<file path="config.mk">
export PLATFORM = sky130hd
export DESIGN_NAME = adsr_voice_sched
export DESIGN_NICKNAME = d
export VERILOG_FILES = /design/src/rtl/adsr_voice_sched.sv
export SDC_FILE = /design/constraint.sdc
export NUM_CORES = 1
export LEC_CHECK = 0
export ABC_AREA = 0
export BUFFER_PORTS_ARGS = -buffer_cell sky130_fd_sc_hd__buf_2
export CAP_MARGIN = 20
export CORE_MARGIN = 3
export CORE_UTILIZATION = 58
export CTS_BUF_LIST = sky130_fd_sc_hd__clkbuf_8
export CTS_CLUSTER_DIAMETER = 30
export DETAILED_ROUTE_END_ITERATION = 10
export PLACE_DENSITY = 0.79
export RECOVER_POWER = 50
export SYNTH_ARGS = -nofsm -noshare
export SYNTH_HDL_FRONTEND = slang
export SYNTH_SLANG_ARGS = --single-unit
</file>
<file path="constraint.sdc">
create_clock -name clk -period 2.2 [get_ports clk]
set_input_delay 0.22 -clock clk [delete_from_list [all_inputs] [get_ports clk]]
set_output_delay 0.22 -clock clk [all_outputs]
set_load 0.01 [all_outputs]
</file>
<file path="src/rtl/adsr_voice_sched.sv">
// Per-voice context store and sequencer around the combinational ADSR step function.
// Each tick sweeps all voices one per clock, writes back the ADSR result and streams a clamped level.
module adsr_voice_sched #(
    parameter int NUM_VOICES = 16,
    parameter int VOICE_W    = 4
) (
    input  logic               clk,
    input  logic               rst_n,
    input  logic               tick,
    input  logic               note_on,
    input  logic               note_off,
    input  logic [VOICE_W-1:0] voice_idx,
    input  logic [6:0]         velocity,
    output logic [6:0]         adsr_velocity,
    output logic [2:0]         adsr_state,
    output logic [17:0]        adsr_volume,
    output logic               adsr_pressed,
    output logic               adsr_released,
    input  logic [2:0]         adsr_next_state,
    input  logic [17:0]        adsr_next_volume,
    output logic               env_valid,
    output logic [VOICE_W-1:0] env_voice,
    output logic [16:0]        env_level,
    output logic               busy,
    output logic               overrun
);

    typedef enum logic {
        S_IDLE  = 1'b0,
        S_SWEEP = 1'b1
    } sched_state_t;

    sched_state_t       state_q, state_d;
    logic [VOICE_W-1:0] cnt_q, cnt_d;
    logic               pend_q, pend_d;
    logic               ovr_d;
    logic               last_cyc;
    logic               sweep_en;
    logic               note_hit;

    logic [NUM_VOICES-1:0][2:0]  st_mem;
    logic [NUM_VOICES-1:0][17:0] vol_mem;
    logic [NUM_VOICES-1:0][6:0]  vel_mem;
    logic [NUM_VOICES-1:0]       pr_mem;
    logic [NUM_VOICES-1:0]       rl_mem;

    assign sweep_en = (state_q == S_SWEEP);
    assign busy     = sweep_en;
    assign last_cyc = (cnt_q == VOICE_W'(NUM_VOICES - 1));
    assign note_hit = ({1'b0, voice_idx} < (VOICE_W + 1)'(NUM_VOICES));

    // The counter rests at 0 when idle, so the ADSR port shows voice 0's context.
    assign adsr_velocity = vel_mem[cnt_q];
    assign adsr_state    = st_mem[cnt_q];
    assign adsr_volume   = vol_mem[cnt_q];
    assign adsr_pressed  = pr_mem[cnt_q];
    assign adsr_released = rl_mem[cnt_q];

    always_comb begin
        state_d = state_q;
        cnt_d   = cnt_q;
        pend_d  = pend_q;
        ovr_d   = 1'b0;
        case (state_q)
            S_IDLE: begin
                if (tick) begin
                    state_d = S_SWEEP;
                    cnt_d   = '0;
                end
            end
            S_SWEEP: begin
                if (last_cyc) begin
                    // A pending tick, or a fresh one on the last cycle, chains the next sweep with no gap.
                    cnt_d  = '0;
                    pend_d = 1'b0;
                    ovr_d  = tick & pend_q;
                    if (!(tick || pend_q)) begin
                        state_d = S_IDLE;
                    end
                end else begin
                    cnt_d = cnt_q + 1'b1;
                    if (tick) begin
                        if (pend_q) begin
                            ovr_d = 1'b1;
                        end else begin
                            pend_d = 1'b1;
                        end
                    end
                end
            end
            default: begin
                state_d = S_IDLE;
                cnt_d   = '0;
                pend_d  = 1'b0;
            end
        endcase
    end

    always_ff @(posedge clk or negedge rst_n) begin
        if (!rst_n) begin
            state_q <= S_IDLE;
            cnt_q   <= '0;
            pend_q  <= 1'b0;
            overrun <= 1'b0;
        end else begin
            state_q <= state_d;
            cnt_q   <= cnt_d;
            pend_q  <= pend_d;
            overrun <= ovr_d;
        end
    end

    // Note events are applied after the writeback clear so a coincident event always survives.
    always_ff @(posedge clk or negedge rst_n) begin
        if (!rst_n) begin
            st_mem  <= '0;
            vol_mem <= '0;
            vel_mem <= '0;
            pr_mem  <= '0;
            rl_mem  <= '0;
        end else begin
            if (sweep_en) begin
                st_mem[cnt_q]  <= adsr_next_state;
                vol_mem[cnt_q] <= adsr_next_volume;
                pr_mem[cnt_q]  <= 1'b0;
                rl_mem[cnt_q]  <= 1'b0;
            end
            if (note_hit) begin
                if (note_on) begin
                    pr_mem[voice_idx]  <= 1'b1;
                    rl_mem[voice_idx]  <= 1'b0;
                    vel_mem[voice_idx] <= velocity;
                end else if (note_off) begin
                    rl_mem[voice_idx] <= 1'b1;
                    pr_mem[voice_idx] <= 1'b0;
                end
            end
        end
    end

    // env_valid has no back-pressure: the consumer must take every beat in the cycle it is valid.
    always_ff @(posedge clk or negedge rst_n) begin
        if (!rst_n) begin
            env_valid <= 1'b0;
            env_voice <= '0;
            env_level <= '0;
        end else begin
            env_valid <= sweep_en;
            if (sweep_en) begin
                env_voice <= cnt_q;
                env_level <= adsr_next_volume[17] ? 17'd0 : adsr_next_volume[16:0];
            end
        end
    end

endmodule

</file>
==> impl_results.md <==
* CP most frequent cell: buf_12
* Place WS at 0.0889 ns
* GP Congestion at 0.831
* Critical Path, Cell by Cell: buf_12, buf_12, buf_16, mux4_2, a22oi_2, nand2_2, buf_2
* FF+latch area at 12,700 µm²
* Pins Over Slew Limit at 0
* Fill cells at 2,292
* Num CTS Buffers at 109
* Share of cells above drive strength 1 at 0.596
* Final hold slack at 0.0574 ns
* Antenna violations before repair at 1
* FF-to-FF Start: cnt_q[0]$_DFFE_PN0P_
* CP max stage delay at 0.51 ns
* Worst setup path start: cnt_q[0]$_DFFE_PN0P_
* #FFs+latches synth at 509
* Die H at 204 µm
* Worst-Skew Late Latency at 0.66 ns
* Initial DRT Pass Iterations at 5
* Rows at 72
* Most frequent cell after synthesis: dfrtp_1
* I/O pin cnt at 91
* Power, Total at 46.3 mW
* Most used flip-flop cell after synthesis: dfrtp_1
* Post-synth top area share at 0.558
* CP Class: register to primary output
* Bufs and invs on worst path at 4
* Final setup margin at -0.528 ns
* Syn Area/Cell at 15.4 µm²
* Syn_nets at 1,528
* Fraction of registers with async set/reset at 1.00
* Number of global-route vias before repair at 16,000
* Slew headroom at 0.286
* Max Fclk at 367 MHz
* Die X at 204 µm
* Number of DRC markers in iteration 0 at 1,041
* Crit path time final at 2.73 ns
* CP delay by family, top: buffers and inverters
* Hpwl dp at 34,300 µm
* Hold Fails Final Rpt at 0
* Max cap viols at 0
* Synth top area cells: dfrtp_1, mux2_2, mux4_2, a22oi_1, buf_2
* Biggest area consumer among synthesized cells: dfrtp_1
* CP endpoint kind: primary output
* Failing checks: negative setup slack
* Clk slew on worst S/H paths at 0.06 ns
* Root Buffer: clkbuf_8
* # DRC at 0
* Worst EP arrival at 2.51 ns
* Post-layout util at 0.731
* Hold crit path type: primary input to register
* First-pass GRT wire length at 92,800 µm
* CORE AREA at 38,700 µm²
* Initial Util at 0.590
* Final setup violating endpoints at 30
* Die ar. at 41,800 µm²
* EDFF count, synth at 0
* Congestion Overflow GR at 0
* Final WL at 60,500 µm
* H-Tree Level Count at 3
* CP required at 1.98 ns
* Min-delay src: adsr_next_volume[0]
* Crit path max fanout at 6
* GRT Util Overall at 0.291
* Worst-Margin Slew at 1.07 ns
* Deepest clock path buffer count at 3
* CTS tree: yes
* PwrDens at 1640 nW/µm²
* Footprint of the multi-input gates at 9800 µm²
* Avg Vias per Cell at 6.29
* Nets@finish at 1,759
* Crit-path slowest cell: dfrtp_4
* Area grow syn2layout at 24.0%
* DR WL/cell at 26.0 µm
* CTS sink count at 509
* CP Launch Type: register
* Count of antenna-violating nets left after detailed routing at 0
* Port bufs at 90
* Synth unique cells at 36
* Status: finished with violations
* Synthesized cell area at 22,800 µm²
* Final period utilization at 1.24
* Synth top cells by count: dfrtp_1, mux2_2, mux4_2, a22oi_1, nand2_1
* RSZ-0062 raised after global routing: true
* Leak at 12.2 nW
* Clk_skew at 0.0222 ns
* Largest net degree at the start of global routing at 75
* Post-synthesis sequential area ratio at 0.558
* Synth warn at 0
* Vias at 14,700
* Max IR drop VDD at 0.000940 V
* Synth Instances at 1,487
[final timing paths]
| check | end | cells after the start | slack [ns] |
|---|---|---|---|
| max in group asynchronous | vel_mem[60]$_DFFE_PN0P_ | 3 | 0.18 |
| worst max register to register | vol_mem[17]$_DFFE_PN0P_ | 7 | 0.02 |
| worst min-delay path | env_level[0]$_DFFE_PN0P_ | 3 | 0.06 |
| min in group asynchronous | vol_mem[274]$_DFFE_PN0P_ | 2 | 0.29 |
| worst max-delay path | adsr_volume[10] | 7 | -0.53 |
| worst min register to register | pr_mem[2]$_DFF_PN0_ | 1 | 0.48 |
[cells in the final DEF (no fill, tap or decap), types with 23 or more instances in the layout]
cell type,instances
dfrtp_1,505
mux2_2,452
clkbuf_8,136
mux4_2,120
buf_2,80
buf_4,57
nand2_1,51
a22oi_2,47
inv_1,33
dlygate4sd3_1,23
buf_6,23
buf_12,23
[metal layers]
metal | up-vias | share of wire | GRT usage
met5 | - | 0.00023 | 0
met2 | 596 | 0.50 | 0.474
met1 | 7858 | 0.40 | 0.387
li1 | 6049 | - | -
met4 | 2 | 0.032 | 0.115
met3 | 146 | 0.066 | 0.0643
[report_power, final]
group / internal (mW) / switching (mW) / leakage, nW / total [mW]
logic: 10.5 / 7.93 / 4.70 / 18.4
registers: 13.5 / 2.34 / 6.06 / 15.8
clock network: 7.62 / 4.44 / 1.39 / 12.1
[flip-flops by register name, summed over array words and instances (netlist names), 4 cells and up]
register / flops
vol_mem: 288
vel_mem: 112
st_mem: 48
env_level: 17
pr_mem: 16
rl_mem: 16
cnt_q: 4
env_voice: 4
[cell type report]
cell class / instances / area share
antenna: 1 / 0.0000884
clock buffer: 136 / 0.0661
clock inverter: 67 / 0.0278
inverter: 20 / 0.00278
multi-input combinational: 837 / 0.346
sequential: 509 / 0.450
tap: 518 / 0.0229
timing repair buffer: 241 / 0.0839
[per-stage QoR]
step / TNS, ns / cells / cell area [µm²]
floorplan: 0 / 1487 / 22800
global placement: 0 / 2079 / 24600
detailed placement: 0 / 2079 / 24600
CTS: -15.21 / 2324 / 28100
global route: -21.76 / 2328 / 28300
finish: -14.15 / 2329 / 28300
[cell families after synthesis]
| logic type | after synthesis | synth area share |
|---|---|---|
| adder cells (fa/ha/maj) | 4 | 0.00219 |
| multiplexers | 573 | 0.342 |
| flip-flops | 509 | 0.558 |
| buffers and inverters | 142 | 0.0276 |
| AND/OR/NAND/NOR | 141 | 0.0358 |
| AO/OA/AOI/OAI | 118 | 0.0353 |
[timing repair]
| action | CTS | global route |
|---|---|---|
| setup buffers | 9 | 1 |
| gates resized for setup | 57 | 59 |
| endpoints found under the hold margin | 431 | 0 |
| gates cloned | 10 | 5 |
| endpoints found under the setup margin | 30 | 98 |
| pin swaps | 21 | 17 |
| hold buffers | 23 | 0 |
[worst register-to-register path: cells and delay by family, from the launching register on]
| kind | cells | cell delay [ns] |
|---|---|---|
| flip-flops | 1 | 0.51 |
| buffers and inverters | 4 | 0.71 |
| adder cells (fa/ha/maj) | 1 | 0.17 |
| AND/OR/NAND/NOR | 1 | 0.33 |
| multiplexers | 1 | 0.35 |
No activity file was read; power rests on OpenSTA's default activity.
